<file path="src/rtl/i2c_byte_engine.sv">
// I2C master byte stage: clocks 8 data bits MSB-first plus one ACK bit between START and STOP.
// Optional arbitration-loss detection is compiled in with `define I2C_BYTE_ENGINE_ARB_LOST_EN.
module i2c_byte_engine (
   input  logic        clk,
   input  logic        n_rst,
   input  logic [31:0] clock_div,
   input  logic        go,
   input  logic        rw,
   input  logic [7:0]  tx_data,
   input  logic        ack_in,
   input  logic        sda_in,
   output logic        SDA,
   output logic        SCL,
   output logic [7:0]  rx_data,
   output logic        ack_out,
   output logic        busy,
   output logic        done,
   output logic        arb_lost
);

   typedef enum logic [2:0] {IDLE, SETUP, HIGH, HOLD, DONE} state_t;

   state_t      state_q, state_d;
   logic [31:0] cnt_q;
   logic [31:0] phase_len;
   logic        expire;
   logic [3:0]  bit_cnt_q;
   logic        rw_q;
   logic [7:0]  tx_q;
   logic        ack_q;
   logic [7:0]  rx_shift_q;
   logic        bit_val;
   logic        abort;

   // Handshake: go is a request taken only in IDLE (busy low); any go seen while
   // busy is dropped, and done pulses exactly once per accepted go.
   assign phase_len = (clock_div == 32'd0) ? 32'd1 : clock_div;
   assign expire    = (cnt_q == phase_len - 32'd1);

   always_comb begin
      bit_val = 1'b1;
      if (rw_q)
         bit_val = (bit_cnt_q == 4'd8) ? ack_q : 1'b1;
      else if (bit_cnt_q != 4'd8)
         bit_val = tx_q[3'd7 - bit_cnt_q[2:0]];
   end

`ifdef I2C_BYTE_ENGINE_ARB_LOST_EN
   logic arb_q;

   // Another master pulled SDA low while this one released it.
   assign abort = (state_q == HIGH) && expire && !rw_q && (bit_cnt_q < 4'd8)
                  && bit_val && !sda_in;
   assign arb_lost = arb_q;

   always_ff @(posedge clk or negedge n_rst) begin
      if (!n_rst)
         arb_q <= 1'b0;
      else if (state_q == IDLE && go)
         arb_q <= 1'b0;
      else if (abort)
         arb_q <= 1'b1;
   end
`else
   assign abort    = 1'b0;
   assign arb_lost = 1'b0;
`endif

   always_comb begin
      state_d = state_q;
      case (state_q)
         IDLE:    if (go) state_d = SETUP;
         SETUP:   if (expire) state_d = HIGH;
         HIGH:    if (abort) state_d = DONE;
                  else if (expire) state_d = HOLD;
         HOLD:    if (expire) state_d = (bit_cnt_q == 4'd8) ? DONE : SETUP;
         DONE:    state_d = IDLE;
         default: state_d = IDLE;
      endcase
   end

   // Bus pins decode straight from registered state, so they only move at phase edges.
   assign SCL  = (state_q == HIGH);
   assign SDA  = (state_q == SETUP || state_q == HIGH || state_q == HOLD) ? bit_val : 1'b1;
   assign busy = (state_q != IDLE);
   assign done = (state_q == DONE);

   always_ff @(posedge clk or negedge n_rst) begin
      if (!n_rst) begin
         state_q    <= IDLE;
         cnt_q      <= 32'd0;
         bit_cnt_q  <= 4'd0;
         rw_q       <= 1'b0;
         tx_q       <= 8'd0;
         ack_q      <= 1'b0;
         rx_shift_q <= 8'd0;
         rx_data    <= 8'd0;
         ack_out    <= 1'b0;
      end else begin
         state_q <= state_d;
         if (state_q == IDLE || state_d != state_q)
            cnt_q <= 32'd0;
         else
            cnt_q <= cnt_q + 32'd1;
         case (state_q)
            IDLE: if (go) begin
               rw_q      <= rw;
               tx_q      <= tx_data;
               ack_q     <= ack_in;
               bit_cnt_q <= 4'd0;
            end
            HIGH: if (expire) begin
               if (rw_q && bit_cnt_q < 4'd8)
                  rx_shift_q <= {rx_shift_q[6:0], sda_in};
               if (!rw_q && bit_cnt_q == 4'd8)
                  ack_out <= sda_in;
            end
            HOLD: if (expire) begin
               if (bit_cnt_q < 4'd8)
                  bit_cnt_q <= bit_cnt_q + 4'd1;
               else if (rw_q)
                  rx_data <= rx_shift_q;
            end
            default: ;
         endcase
      end
   end

endmodule

</file>
<file path="config.mk">
export PLATFORM = sky130hd
export DESIGN_NAME = i2c_byte_engine
export DESIGN_NICKNAME = d
export VERILOG_FILES = /design/src/rtl/i2c_byte_engine.sv
export SDC_FILE = /design/constraint.sdc
export NUM_CORES = 1
export LEC_CHECK = 0
export CAP_MARGIN = 30
export CORE_MARGIN = 4
export CORE_UTILIZATION = 60
export CTS_CLUSTER_SIZE = 16
export DETAILED_ROUTE_END_ITERATION = 16
export PLACE_DENSITY = 0.82
export SLEW_MARGIN = 0
export SYNTH_ARGS = -nofsm -noshare
export SYNTH_HDL_FRONTEND = slang
export SYNTH_SLANG_ARGS = --single-unit
export TNS_END_PERCENT = 30
</file>
<file path="constraint.sdc">
create_clock -name clk -period 4.65 [get_ports clk]
set_input_delay 0.93 -clock clk [delete_from_list [all_inputs] [get_ports clk]]
set_output_delay 0.93 -clock clk [all_outputs]
set_load 0.02 [all_outputs]
</file>
== Word level (Yosys, flattened, before mapping) ==
Index checks and enable logic that the tools add are counted.

* Bits in registers: 66
* Input port bits: 46
* Output and inout port bits: 14
* Logic and storage cells: 60

* Add/sub/neg operators: 4
* $lt $le $gt $ge: 2
* Eq/ne operators: 11
* Mux-type cells: 18
* Bitwise logic cells: 1
* Reduce and logical (&&, ||, !) cells: 15

{| class="wikitable"
|+ Operator list
! operator !! number
|-
| 32-bit two-way mux || 2
|-
| 32-bit by 1-bit adder with 32-bit output (second input constant) || 1
|-
| 32-bit == test || 1
|-
| 32-bit logical NOT || 1
|-
| 32-bit by 1-bit subtractor with 32-bit output (second input constant) || 1
|-
| 3-bit two-way mux || 5
|-
| 4-bit two-way mux || 3
|-
| 3-bit one-hot mux with 4 select lines || 1
|-
| 4-bit one-hot mux with 2 select lines || 1
|-
| 4-bit AND reduction || 2
|-
| 3-bit by 2-bit == test with 1-bit output (second input constant) || 2
|-
| 3-bit AND reduction || 2
|-
| 1-bit two-way mux || 5
|-
| 4-bit by 1-bit adder with 4-bit output (second input constant) || 1
|-
| 4-bit == test (second input constant) || 1
|-
| 3-bit by 4-bit less-than comparator with 1-bit output (second input constant) || 1
|-
| 4-bit less-than comparator (second input constant) || 1
|-
| 2-bit != test (second input constant) || 2
|-
| 4-bit != test (second input constant) || 1
|-
| 1-bit binary-select mux with 3-bit select || 1
|-
| 3-bit by 1-bit == test with 1-bit output (second input constant) || 1
|-
| 3-bit == test (second input constant) || 1
|-
| 3-bit logical NOT || 1
|-
| 1-bit logical OR || 3
|-
| other kinds (9) || 10
|}

== Logic depth before layout (Yosys ltp) ==
* Depth in word-level cells: 9
* Mapped depth: 17
* Mapped depth without buffers: 14

== Least setup slack after synthesis ==
Ideal clock, no wire load.

* Path type: input-to-reg
* Start: in clock_div[9]
* End: reg rx_data[0]
* Setup time: 0.125 ns
* Data arrival time: 4.944 ns
* Data required time: 4.525 ns
* Slack: -0.419 ns
* Stages on the path: 16
* Path buffers: 2
* Cells stage by stage: clkbuf_1 nor4_1 nand3_1 nor2_1 a21oi_1 ha_1 nor4b_1 nand2_1 nor2_1 nor4b_1 a31oi_1 or4_4 and4b_1 buf_6 nand4_4 mux2_2

* Longest elaborated chain between the ends: 5

{| class="wikitable"
|+ Ends and longest elaborated chain
! element !! line !! text
|-
| from (decl) || 6 || <nowiki>input logic [31:0] clock_div,</nowiki>
|-
| 32-bit logical NOT || 37 || <nowiki>assign phase_len = (clock_div == 32'd0) ? 32'd1 : clock_div;</nowiki>
|-
| 32-bit two-way mux (*) || 37 ||
|-
| 32-bit by 1-bit subtractor with 32-bit output (*) || 38 || <nowiki>assign expire = (cnt_q == phase_len - 32'd1);</nowiki>
|-
| 32-bit == test (*) || 38 ||
|-
| 4-bit AND reduction (no source line) (*) || -- ||
|-
| to (signal assigned) || 122 || <nowiki>rx_data <= rx_shift_q;</nowiki>
|-
| to (decl) || 14 || <nowiki>output logic [7:0] rx_data,</nowiki>
|}

Mark *: on every way between the ends. The rest lies on a longest branch, timed or not.
A chain may end at the register's enable or synchronous reset.

== Worst setup path after layout ==
* Start: in clock_div[7]
* End: reg rx_data[0]

The elaborated chain is that of the path after synthesis.

==> impl_metrics.ini <==
[status]
run_status = complete, no violations

[final_layout]
final_common_cell = sky130_fd_sc_hd__dfrtp_1
antenna_cells_inserted = 0
commonest_cells_after_routing_fill_and_taps_aside = sky130_fd_sc_hd__dfrtp_1 (66), sky130_fd_sc_hd__nor2_1 (62), sky130_fd_sc_hd__clkdlybuf4s50_1 (57), sky130_fd_sc_hd__buf_4 (57), sky130_fd_sc_hd__nand2_1 (54)
fillerInstances = 444
final_nets = 637
multi_input_area_um2 = 2570
final_layout_size_suffix_gt1_share_pct = 19.6
finish.utilization_pct = 82.4
areaGrowthSynthToFinish_pct = 31.5
reg_area_um2 = 1650

[synth]
ys_async_sr_fraction_pct = 100
synthesized_nets = 525
syn_inst = 476
postSynthRegisterBits = 66
syn_avg_cell_area_um2 = 9.04
post_synth_num_cell_types = 55
yosysSeqAreaShare_pct = 38.4
synth_edf_count = 0
post_synth_instance_area_um2 = 4300
ys_dominant_reg_cell = sky130_fd_sc_hd__dfrtp_1
ys_warn_count = 0

[critical_path]
r2r_slack_ns = 1.80
critPathMostFrequentCell = sky130_fd_sc_hd__or4_4
critPathTopFamily = simple AND/OR/NAND/NOR gates
timing.critical_path.cells = clkdlybuf4s50_1 > or4_4 > or4_4 > or4_4 > o41a_1 > or4_4 > and4b_1 > buf_6 > nand4_4 > mux2_4
critical_path.max_stage_delay_ns = 0.57
startpoint = clock_div[7]
critPathCapture = rx_data[0]$_DFFE_PN0P_
crit_path_end_kind = flip-flop
critPathArrivalTime_ns = 4.75
r2r.worst_path.cells = 9
worstSetupPathDepth = 10
critical-path-slowest-cell = sky130_fd_sc_hd__or4_4
critPathMaxFanout = 8
worst_path_required_ns = 4.89
critical_path_buf_inv_count = 2
critical_path.reg2reg.endpoint = rx_data[0]$_DFFE_PN0P_
startpoint_type = input pin
worst_r2r_startpoint = cnt_q[28]$_DFF_PN0_
crit_type = in -> reg

[detailed_routing]
detailedRoute.firstIterationViolations = 190
detail-route-antenna-nets = 0
drt_wl_total_um = 11100
routed_wire_length_per_instance_um = 16.1
dr.pass1.iters = 5
avgViaCountPerCell = 5.73
num_vias = 3948
post-route-drc-count = 0

[cts]
cts_sinks = 66
tritoncts.num_buffers = 9
worst_setup_hold_path_clk_slew_ns = 0.08
clk_root_buffer_cell = sky130_fd_sc_hd__clkbuf_8
htree_num_levels = 3
cts-root-to-sink-buffers = 2
clock_tree_from_tritoncts = done
postCtsSetupRepairBufs = 0
insertion_delay_ns = 0.36

[sta]
worst_slack_ns = 0.139
tightestPinTransition_ns = 0.905
grt_setup_unrepaired = false
maxClockFrequency_ghz = 0.222
fin_skew_ns = 0.0138
hold-worst-slack_ns = 0.484
finalHoldViolCount = 0
min_period_ns = 4.51
finalSetupViolations = 0
setup_tns_ns = 0
max-slew-margin-rel_pct = 39.7
finalCritPeriodShare_pct = 97.0
pins_over_their_slew_limit = 0

[grt]
grt_start_max_net_pins = 41
vias_in_the_first_global_route = 4020
initial_antenna_violation_count = 0
globalRouteTotalUtil_pct = 26.9
grt_pass1_wl_um = 18400
grt.overflow.total = 0

[placed_design]
hpwlAfterDp_um = 8090
place.gp.congestion = 0.906
dp_slack_ns = -0.268
port_buffers = 58

[floorplanning]
fp.dieArea_um2 = 8590
die_width_um = 92.7
fp.coreArea_um2 = 6870
placement_rows = 30
pin_count = 60
die_height_um = 92.7
start_util_pct = 62.6

[pwr]
power_density_nw_per_um2 = 220
vdd.ir_drop.worst_v = 0.000195
p_leak_nw = 2.49
finalPower_mw = 1.24

[job]
maxCapViolCount = 0

[hold_path]
worst_hold_startpoint = tx_q[2]$_DFFE_PN0P_
type_of_the_tightest_min_delay_check = reg -> reg
synth_stat cells (all sizes together), types with 4 or more instances:
| cell type | n | area share, % |
|---|---|---|
| inv | 12 | 1.0 |
| a31oi | 8 | 1.2 |
| mux2i | 4 | 0.93 |
| dfrtp | 66 | 38 |
| mux2 | 17 | 4.5 |
| nor4b | 4 | 0.81 |
| xor2 | 34 | 6.9 |
| nand3 | 22 | 2.9 |
| o211ai | 7 | 1.2 |
| o31ai | 5 | 0.87 |
| and3 | 11 | 1.6 |
| or4 | 8 | 1.7 |
| nand2 | 55 | 4.8 |
| o21ai | 7 | 0.81 |
| or3 | 8 | 1.2 |
| nor4 | 12 | 2.1 |
| nor3 | 15 | 1.7 |
| clkbuf | 9 | 0.79 |
| buf | 8 | 1.6 |
| nor2 | 63 | 5.5 |
| xnor2 | 37 | 7.5 |
| a21oi | 13 | 1.5 |
| and2 | 6 | 0.87 |
| nand4 | 9 | 1.7 |
repair_timing:
item,in CTS,in global routing
hold buffers,0,0
endpoints found under the setup margin,0,54
gates resized for setup,0,7
report_power, final:
part | switching [mW] | internal (mW) | total, mW
combinational | 0.0688 | 0.0786 | 0.147
clock | 0.267 | 0.257 | 0.524
sequential | 0.00000242 | 0.573 | 0.573
final cells by class:
type,count,share of cell area [%]
Multi-Input combinational cell,381,45.5
Sequential cell,66,29.2
Timing Repair Buffer,118,18.7
Clock buffer,9,2.19
Tap cell,96,2.12
Clock inverter,7,1.48
Inverter,12,0.796
worst min-delay path by stage:
stage | end | slack [ns] | cells past startpoint
after floorplan | tx_q[1]$_DFFE_PN0P_ | 0.44 | 2
after global placement | tx_q[4]$_DFFE_PN0P_ | 0.45 | 2
after detailed placement | tx_q[4]$_DFFE_PN0P_ | 0.47 | 2
after CTS | tx_q[4]$_DFFE_PN0P_ | 0.49 | 2
after global routing | tx_q[4]$_DFFE_PN0P_ | 0.52 | 2
final | tx_q[2]$_DFFE_PN0P_ | 0.48 | 2
stage by stage:
stage	cells	area, µm²
6_report	689	5660
5_1_grt	689	5660
4_1_cts	688	5600
3_5_place_dp	672	5390
3_3_place_gp	672	5390
2_1_floorplan	476	4340
worst register-to-register path: cells and delay by family (launching register included):
family	cells	cell delay [ns]
AND/OR/NAND/NOR	3	1.02
multiplexers	1	0.35
XOR/XNOR	2	0.43
AO/OA/AOI/OAI	2	0.37
flip-flops	1	0.43
buffers and inverters	1	0.13
flip-flops by register name, indices dropped and copies added (netlist names):
register,cells
ack_q,1
rx_data,8
rx_shift_q,8
ack_out,1
cnt_q,32
state_q,3
bit_cnt_q,4
tx_q,8
rw_q,1
logic make-up after synthesis:
family	after synthesis	share of synthesized area, %
AO/OA/AOI/OAI	53	8.20
XOR/XNOR	71	14.5
adder cells (fa/ha/maj)	3	0.873
buffers and inverters	29	3.43
flip-flops	66	38.4
multiplexers	23	6.43
other	1	0.0872
AND/OR/NAND/NOR	230	28.1
per-layer routing:
metal | part of all wire (%) | global-route usage [%]
met5 | 0 | 0
met4 | 1.6 | 9.52
met3 | 5.1 | 5.20
met2 | 51 | 46.8
met1 | 42 | 33.2
Power figures use the tool's default switching activity.
